===== src/rtl/mem_stage.sv =====
// RV32I memory stage: registers the ALU bundle, runs the data-memory
// request/grant/response handshake and produces the write-back bundle.
module mem_stage #(
    parameter int unsigned TIMEOUT_CYCLES = 255
) (
    input  logic        clk,
    input  logic        nReset,
    input  logic        exValid,
    input  logic [31:0] aluResult,
    input  logic [31:0] rs2F,
    input  logic [2:0]  funct3,
    input  logic        memRead,
    input  logic        memWrite,
    input  logic [4:0]  rd,
    input  logic        regWrite,
    output logic        stall,
    output logic        dmemReq,
    output logic        dmemWe,
    output logic [31:0] dmemAddr,
    output logic [31:0] dmemWdata,
    output logic [3:0]  dmemBe,
    input  logic        dmemGnt,
    input  logic        dmemRvalid,
    input  logic [31:0] dmemRdata,
    output logic        wbValid,
    output logic [31:0] wbData,
    output logic [4:0]  wbRd,
    output logic        wbRegWrite,
    output logic        misaligned,
    output logic        busErr
);

    typedef enum logic [1:0] {IDLE, REQ, RESP} state_t;

    localparam logic [15:0] TO_LAST = 16'(TIMEOUT_CYCLES - 1);

    state_t      state, state_nxt;
    logic [15:0] wait_cnt, cnt_nxt;

    logic [31:0] addr_q, wdata_q;
    logic [3:0]  be_q;
    logic        we_q, rw_q;
    logic [4:0]  rd_q;
    logic [2:0]  f3_q;

    logic        latch_en, in_mis, wb_fire, wb_rw_nxt, mis_nxt, berr_nxt;
    logic [31:0] wb_data_nxt, wdata_in, lane, load_val;
    logic [4:0]  wb_rd_nxt;
    logic [3:0]  be_in;

    // Alignment check and store lane placement from the incoming bundle
    always_comb begin
        in_mis   = 1'b0;
        be_in    = 4'b1111;
        wdata_in = rs2F;
        case (funct3[1:0])
            2'b00: begin
                be_in    = 4'b0001 << aluResult[1:0];
                wdata_in = {4{rs2F[7:0]}};
            end
            2'b01: begin
                in_mis   = aluResult[0];
                be_in    = 4'b0011 << aluResult[1:0];
                wdata_in = {2{rs2F[15:0]}};
            end
            default: in_mis = |aluResult[1:0];
        endcase
    end

    // Halfword lanes are 2-byte aligned here, so a byte-granular shift covers both sizes
    always_comb begin
        lane = dmemRdata >> {addr_q[1:0], 3'b000};
        case (f3_q)
            3'b000:  load_val = {{24{lane[7]}}, lane[7:0]};
            3'b100:  load_val = {24'd0, lane[7:0]};
            3'b001:  load_val = {{16{lane[15]}}, lane[15:0]};
            3'b101:  load_val = {16'd0, lane[15:0]};
            default: load_val = lane;
        endcase
    end

    always_comb begin
        state_nxt   = state;
        cnt_nxt     = wait_cnt;
        latch_en    = 1'b0;
        wb_fire     = 1'b0;
        wb_data_nxt = wbData;
        wb_rd_nxt   = wbRd;
        wb_rw_nxt   = 1'b0;
        mis_nxt     = 1'b0;
        berr_nxt    = 1'b0;
        case (state)
            IDLE: begin
                if (exValid) begin
                    if ((memRead || memWrite) && !in_mis) begin
                        latch_en  = 1'b1;
                        state_nxt = REQ;
                        cnt_nxt   = '0;
                    end else begin
                        wb_fire     = 1'b1;
                        wb_data_nxt = aluResult;
                        wb_rd_nxt   = rd;
                        mis_nxt     = (memRead || memWrite) && in_mis;
                        wb_rw_nxt   = regWrite && !mis_nxt;
                    end
                end
            end
            REQ: begin
                if (dmemGnt) begin
                    if (we_q) begin
                        state_nxt   = IDLE;
                        wb_fire     = 1'b1;
                        wb_data_nxt = addr_q;
                        wb_rd_nxt   = rd_q;
                    end else begin
                        state_nxt = RESP;
                        cnt_nxt   = '0;
                    end
                end else if (wait_cnt == TO_LAST) begin
                    state_nxt   = IDLE;
                    wb_fire     = 1'b1;
                    berr_nxt    = 1'b1;
                    wb_data_nxt = addr_q;
                    wb_rd_nxt   = rd_q;
                end else begin
                    cnt_nxt = wait_cnt + 16'd1;
                end
            end
            RESP: begin
                if (dmemRvalid) begin
                    state_nxt   = IDLE;
                    wb_fire     = 1'b1;
                    wb_data_nxt = load_val;
                    wb_rd_nxt   = rd_q;
                    wb_rw_nxt   = rw_q;
                end else if (wait_cnt == TO_LAST) begin
                    state_nxt   = IDLE;
                    wb_fire     = 1'b1;
                    berr_nxt    = 1'b1;
                    wb_data_nxt = addr_q;
                    wb_rd_nxt   = rd_q;
                end else begin
                    cnt_nxt = wait_cnt + 16'd1;
                end
            end
            default: state_nxt = IDLE;
        endcase
    end

    always_ff @(posedge clk or negedge nReset) begin
        if (!nReset) begin
            state      <= IDLE;
            wait_cnt   <= '0;
            addr_q     <= '0;
            wdata_q    <= '0;
            be_q       <= '0;
            we_q       <= 1'b0;
            rw_q       <= 1'b0;
            rd_q       <= '0;
            f3_q       <= '0;
            wbValid    <= 1'b0;
            wbData     <= '0;
            wbRd       <= '0;
            wbRegWrite <= 1'b0;
            misaligned <= 1'b0;
            busErr     <= 1'b0;
        end else begin
            state      <= state_nxt;
            wait_cnt   <= cnt_nxt;
            wbValid    <= wb_fire;
            wbData     <= wb_data_nxt;
            wbRd       <= wb_rd_nxt;
            wbRegWrite <= wb_rw_nxt;
            misaligned <= mis_nxt;
            busErr     <= berr_nxt;
            if (latch_en) begin
                addr_q  <= aluResult;
                wdata_q <= wdata_in;
                be_q    <= memWrite ? be_in : 4'b1111;
                we_q    <= memWrite;
                rw_q    <= regWrite;
                rd_q    <= rd;
                f3_q    <= funct3;
            end
        end
    end

    // Bus outputs are qualified by REQ so they read zero whenever no request is live
    always_comb begin
        stall     = (state != IDLE);
        dmemReq   = (state == REQ);
        dmemWe    = dmemReq && we_q;
        dmemAddr  = dmemReq ? {addr_q[31:2], 2'b00} : '0;
        dmemWdata = dmemWe ? wdata_q : '0;
        dmemBe    = dmemReq ? be_q : '0;
    end

endmodule

===== config.mk =====
export PLATFORM = sky130hd
export DESIGN_NAME = mem_stage
export DESIGN_NICKNAME = d
export VERILOG_FILES = /design/src/rtl/mem_stage.sv
export SDC_FILE = /design/constraint.sdc
export NUM_CORES = 1
export LEC_CHECK = 0
export ABC_AREA = 1
export CORE_ASPECT_RATIO = 1.25
export CORE_MARGIN = 5
export CORE_UTILIZATION = 26
export CTS_BUF_LIST = sky130_fd_sc_hd__clkbuf_16
export DETAILED_ROUTE_END_ITERATION = 10
export PLACE_DENSITY = 0.47
export SYNTH_ARGS = -nofsm -noshare
export SYNTH_HDL_FRONTEND = slang
export SYNTH_SLANG_ARGS = --single-unit

===== constraint.sdc =====
create_clock -name clk -period 2.8 [get_ports clk]
set_input_delay 0.84 -clock clk [delete_from_list [all_inputs] [get_ports clk]]
set_output_delay 0.84 -clock clk [all_outputs]
set_load 0.005 [all_outputs]

Yosys cells after proc, flatten, opt, wreduce, memory -nomap -nowiden
Cells that the tools add are included.
{"block": "word_totals", "elab_cells": 104, "regBits": 137, "out_inout_bits": 112, "input_bits": 112}
{"block": "op_classes", "reduce_logical": 16, "n_eq_ne": 13, "add_sub_neg": 1, "n_shift": 3, "mux": 56}
{"operator": "32-bit two-way mux", "count": 8}
{"operator": "32-bit case mux with 4 select lines", "count": 1}
{"operator": "16-bit two-way mux", "count": 6}
{"operator": "32-bit case mux with 3 select lines", "count": 1}
{"operator": "32-bit case mux with 2 select lines", "count": 1}
{"operator": "16-bit case mux with 3 select lines", "count": 1}
{"operator": "32-bit by 5-bit right shift with 32-bit output", "count": 1}
{"operator": "5-bit two-way mux", "count": 6}
{"operator": "1-bit two-way mux", "count": 17}
{"operator": "16-bit by 1-bit adder with 16-bit output (second input constant)", "count": 1}
{"operator": "16-bit by 8-bit equality test with 1-bit output (second input constant)", "count": 1}
{"operator": "5-bit case mux with 3 select lines", "count": 1}
{"operator": "2-bit two-way mux", "count": 6}
{"operator": "4-bit two-way mux", "count": 2}
{"operator": "2-bit inequality test (second input constant)", "count": 4}
{"operator": "4-bit case mux with 2 select lines", "count": 1}
{"operator": "3-bit equality test (second input constant)", "count": 2}
{"operator": "1-bit case mux with 2 select lines", "count": 3}
{"operator": "2-bit case mux with 3 select lines", "count": 1}
{"operator": "5-bit AND reduction", "count": 1}
{"operator": "2-bit by 1-bit equality test with 1-bit output (second input constant)", "count": 2}
{"operator": "1-bit logical AND", "count": 4}
{"operator": "2-bit zero test", "count": 2}
{"operator": "4-bit AND reduction", "count": 1}
{"operator": "other kinds (14)", "count": 15}

Logic depth before layout (Yosys ltp)
{"block": "depth", "depth_word": 8, "depth_mapped": 14}

Worst setup path after synthesis
Ideal clock, no wire load.
{"block": "synth_path", "kind": "register -> output", "startpoint": "register state[1]", "endpoint": "output dmemWdata[22]", "arrival_time_ns": 1.499, "required_time_ns": 1.960, "path_stages_with_launch": 7, "path_slack_ns": 0.461, "n_path_buf": 2, "path_cell_list": "dfrtp_1 -> inv_1 -> ha_1 -> clkbuf_1 -> nand2_1 -> clkbuf_1 -> nor2_1"}
{"block": "synth_via", "elab_chain_len": 3}
{"item": "start, declared", "line": "37", "source": "state_t state, state_nxt;"}
{"item": "start signal, assigned", "line": "168", "source": "state <= state_nxt;"}
{"item": "2-bit by 1-bit equality test with 1-bit output", "line": "191", "source": "dmemReq = (state == REQ);"}
{"item": "named net dmemReq", "line": "17", "source": "output logic dmemReq,"}
{"item": "1-bit logical AND", "line": "192", "source": "dmemWe = dmemReq && we_q;"}
{"item": "32-bit two-way mux", "line": "194", "source": "dmemWdata = dmemWe ? wdata_q : '0;"}
{"item": "end, declared", "line": "20", "source": "output logic [31:0] dmemWdata,"}
The timed path passes the listed nets, and every way through them passes these cells.

Worst setup path after layout
{"block": "layout_path", "startpoint": "register state[1]", "endpoint": "output dmemAddr[7]"}
{"block": "layout_via", "elab_chain_len": 2}
{"item": "2-bit by 1-bit equality test with 1-bit output", "line": "191"}
{"item": "32-bit two-way mux", "line": "193", "source": "dmemAddr = dmemReq ? {addr_q[31:2], 2'b00} : '0;"}
{"item": "end, declared", "line": "19", "source": "output logic [31:0] dmemAddr,"}
Every way passes these cells.

==> flow_summary.ini <==
[run_status]
status = finished, final reports clean

[sta]
setup_slack_ns = 0.06717
hold_viol_final = 0
period_minus_slack_ns = 2.733
slew_headroom_pct = 63.35
fin_worst_skew_ns = 0.01254
worstMarginPinSlew_ns = 0.5477
fin_setup_tns_ns = 0
slew_violations = 0
holdWs_ns = 0.3277
post-route-period-util_pct = 97.60
setup_viol = 0
rsz0062_at_grt = yes
fmax_mhz = 365.9

[worst_setup_path]
reg2reg_slack_ns = 0.42
cp.arrival_ns = 1.89
critPathMaxFanout = 16
reg2reg_from = state[1]
end_kind = output port
start_kind = flop
required_ns = 1.96
reg2reg_depth = 12
crit_type = flop to output port
rr_endpoint = wait_cnt[6]

[clock_tree]
cts.sinks = 137
numCtsBuffers = 17
path_clk_slew_ns = 0.06
h-tree-depth = 4
clk_latency_ns = 0.44
ctsHoldBuffers = 0
cts_root_buffer = clkbuf_16
cts_buffer_depth = 2
tritoncts = done

[logic_synthesis]
synth_edf_count = 0
ys_types = 38
ys_ff_latch = 137
yosys-top-cells-area = dfrtp_1, nand2_1, inv_1
synth_top_area_cell = dfrtp_1
netlist.area_leader.share_pct = 39.98
synth.cell_area_um2 = 8574
syn_area_per_cell_um2 = 6.506
ys_warn_count = 0
synth_ff_type = dfrtp_1
ys_async_sr_fraction_pct = 100.0
ys_seq_area_share_pct = 39.98
syn_inst = 1318

[power_and_ir_drop]
vdd_ir_drop_max_mv = 0.6688
finalPower_w = 0.01333
cellLeakagePower_nw = 6.613
power_density_nw_per_um2 = 1090

[min_path]
worst_hold_path_type = input port to async pin

[finish]
drive_above_1_share_pct = 8.515
final_core_util_pct = 37.52
final_nets = 1667
synthToLayoutAreaGrowth_pct = 42.62

[floorplan]
rows = 74
die_area_um2 = 36730
coreArea_um2 = 32590
initial_core_util_pct = 26.31
die_y_um = 213.0
io_pins = 224
die_x_um = 172.4

[routing]
via_per_inst = 4.605
routed_wirelength_um = 33560
postRouteAntennaNets = 0
drt-initial-drc-count = 521
remaining_drc_errors = 0
routedWlPerCell_um = 16.91
drt_first_pass_iters = 5
vias = 9136

[placement]
dp_hpwl_um = 24770
place_congestion = 0.8688
place_ws_ns = -0.009484
port_buffers = 221

[global_route]
gr-usage-all-layers_pct = 18.05
grt_overflow = 0
grt_max_degree = 60
antenna_found_initial = 4
grt_pass1_vias = 9106
grt_pass1_wl_um = 51230

[job]
maxCapViolations = 0
==> stage by stage <==
| stage | instance area [um2] | instances |
|---|---|---|
| after CTS | 12030 | 1969 |
| after floorplan | 8578 | 1319 |
| after global placement | 11360 | 1934 |
| after global routing | 12230 | 1984 |
| after detailed placement | 11360 | 1934 |
| final | 12230 | 1984 |
==> final cells by class <==
cell class / instances / area (um2)
fill: 3531 / 20360
multi-input combinational: 942 / 4234
sequential: 137 / 3428
timing repair buffer: 271 / 2755
inverter: 180 / 676.9
tap: 418 / 523.0
clock buffer: 17 / 425.4
clock inverter: 15 / 176.4
antenna: 4 / 10.01
==> metal layers <==
layer	share of wire [%]	vias to the layer above	global-route usage, %
li1	-	4553	-
met1	43	4314	23.09
met2	50	223	30.57
met3	4.7	46	3.352
met4	2.6	0	6.128
met5	0	-	0
==> state kept, by name, summed over array words and instances (netlist names) <==
name and flops:
wbRd 5, rw_q 1, wait_cnt 16, state 2, we_q 1, wdata_q 32
f3_q 3, misaligned 1, wbData 32, wbValid 1, be_q 4, rd_q 5
busErr 1, addr_q 32, wbRegWrite 1
==> cells by family after synthesis <==
family,after synthesis,synth area share (%)
flops,137,39.98
xor+xnor,1,0.1022
fa+ha+maj,6,0.8755
compound gates,190,12.05
simple gates,743,35.56
buf+inv,240,11.38
other cells,1,0.04373
==> cell usage in the layout (no fill, tap or decap), types with 2 or more instances in the layout <==
cell / n
o21ai_0: 115
nand2_1: 472
conb_1: 2
nor2_4: 3
clkinv_4: 4
or2_2: 2
inv_6: 2
dlymetal6s2s_1: 20
clkbuf_16: 19
clkinv_2: 4
dlygate4sd2_1: 34
buf_12: 8
clkinvlp_4: 2
nor2_2: 6
nor3_1: 11
nand2_2: 19
inv_2: 10
diode_2: 4
nand3b_1: 12
a21oi_1: 30
buf_6: 2
o21bai_1: 9
o21a_1: 2
nor2_1: 144
ha_1: 4
o21ai_1: 10
dfrtp_1: 137
clkinv_1: 3
nand3_1: 60
buf_4: 38
bufinv_16: 3
o211ai_1: 10
nand4_1: 7
clkdlybuf4s50_1: 166
o22ai_1: 8
nand3_2: 4
a2bb2oi_1: 2
inv_1: 167
==> cell usage after synthesis, drive strengths merged, types with 10 or more instances <==
library cell,n
inv,177
nand3,65
buf,28
o21ai,125
a21oi,30
o211ai,10
dfrtp,137
nand2,492
nor2,153
nor3,11
nand3b,12
clkbuf,32
==> power by group <==
part | leakage, nW | total (W) | internal (W) | switching, W
combinational | 4.61 | 0.00753 | 0.00325 | 0.00428
sequential | 1.71 | 0.00343 | 0.00286 | 0.000571
clock | 0.291 | 0.00237 | 0.00140 | 0.000972
==> worst max-delay path, cell delays in order (launching register included) <==
cell and delay [ns]:
dfrtp_1 0.39, inv_2 0.08, ha_4 0.18, buf_12 0.16, nand2_1 0.10, inv_1 0.06, clkdlybuf4s50_1 0.49
==> how the worst max path moves through the flow <==
| stage | depth (start not counted) | startpoint | to | slack, ns |
|---|---|---|---|---|
| after floorplan | 6 | state[1] | dmemWdata[22] | 0.46 |
| final | 6 | state[1] | dmemAddr[7] | 0.07 |
| after global placement | 8 | dmemGnt | wait_cnt[13] | 0.004 |
| after detailed placement | 8 | dmemGnt | wait_cnt[13] | -0.009 |
| after global routing | 6 | state[1] | dmemAddr[5] | -0.01 |
| after CTS | 6 | state[1] | dmemWe | -0.06 |
==> repair_timing <==
item                                    in CTS  in global routing
endpoints found under the setup margin      67                 33
setup buffers                                2                  8
gates resized for setup                     56                 23
cloned                                       1                  3
Note: power is estimated with default switching activity, not from simulation.
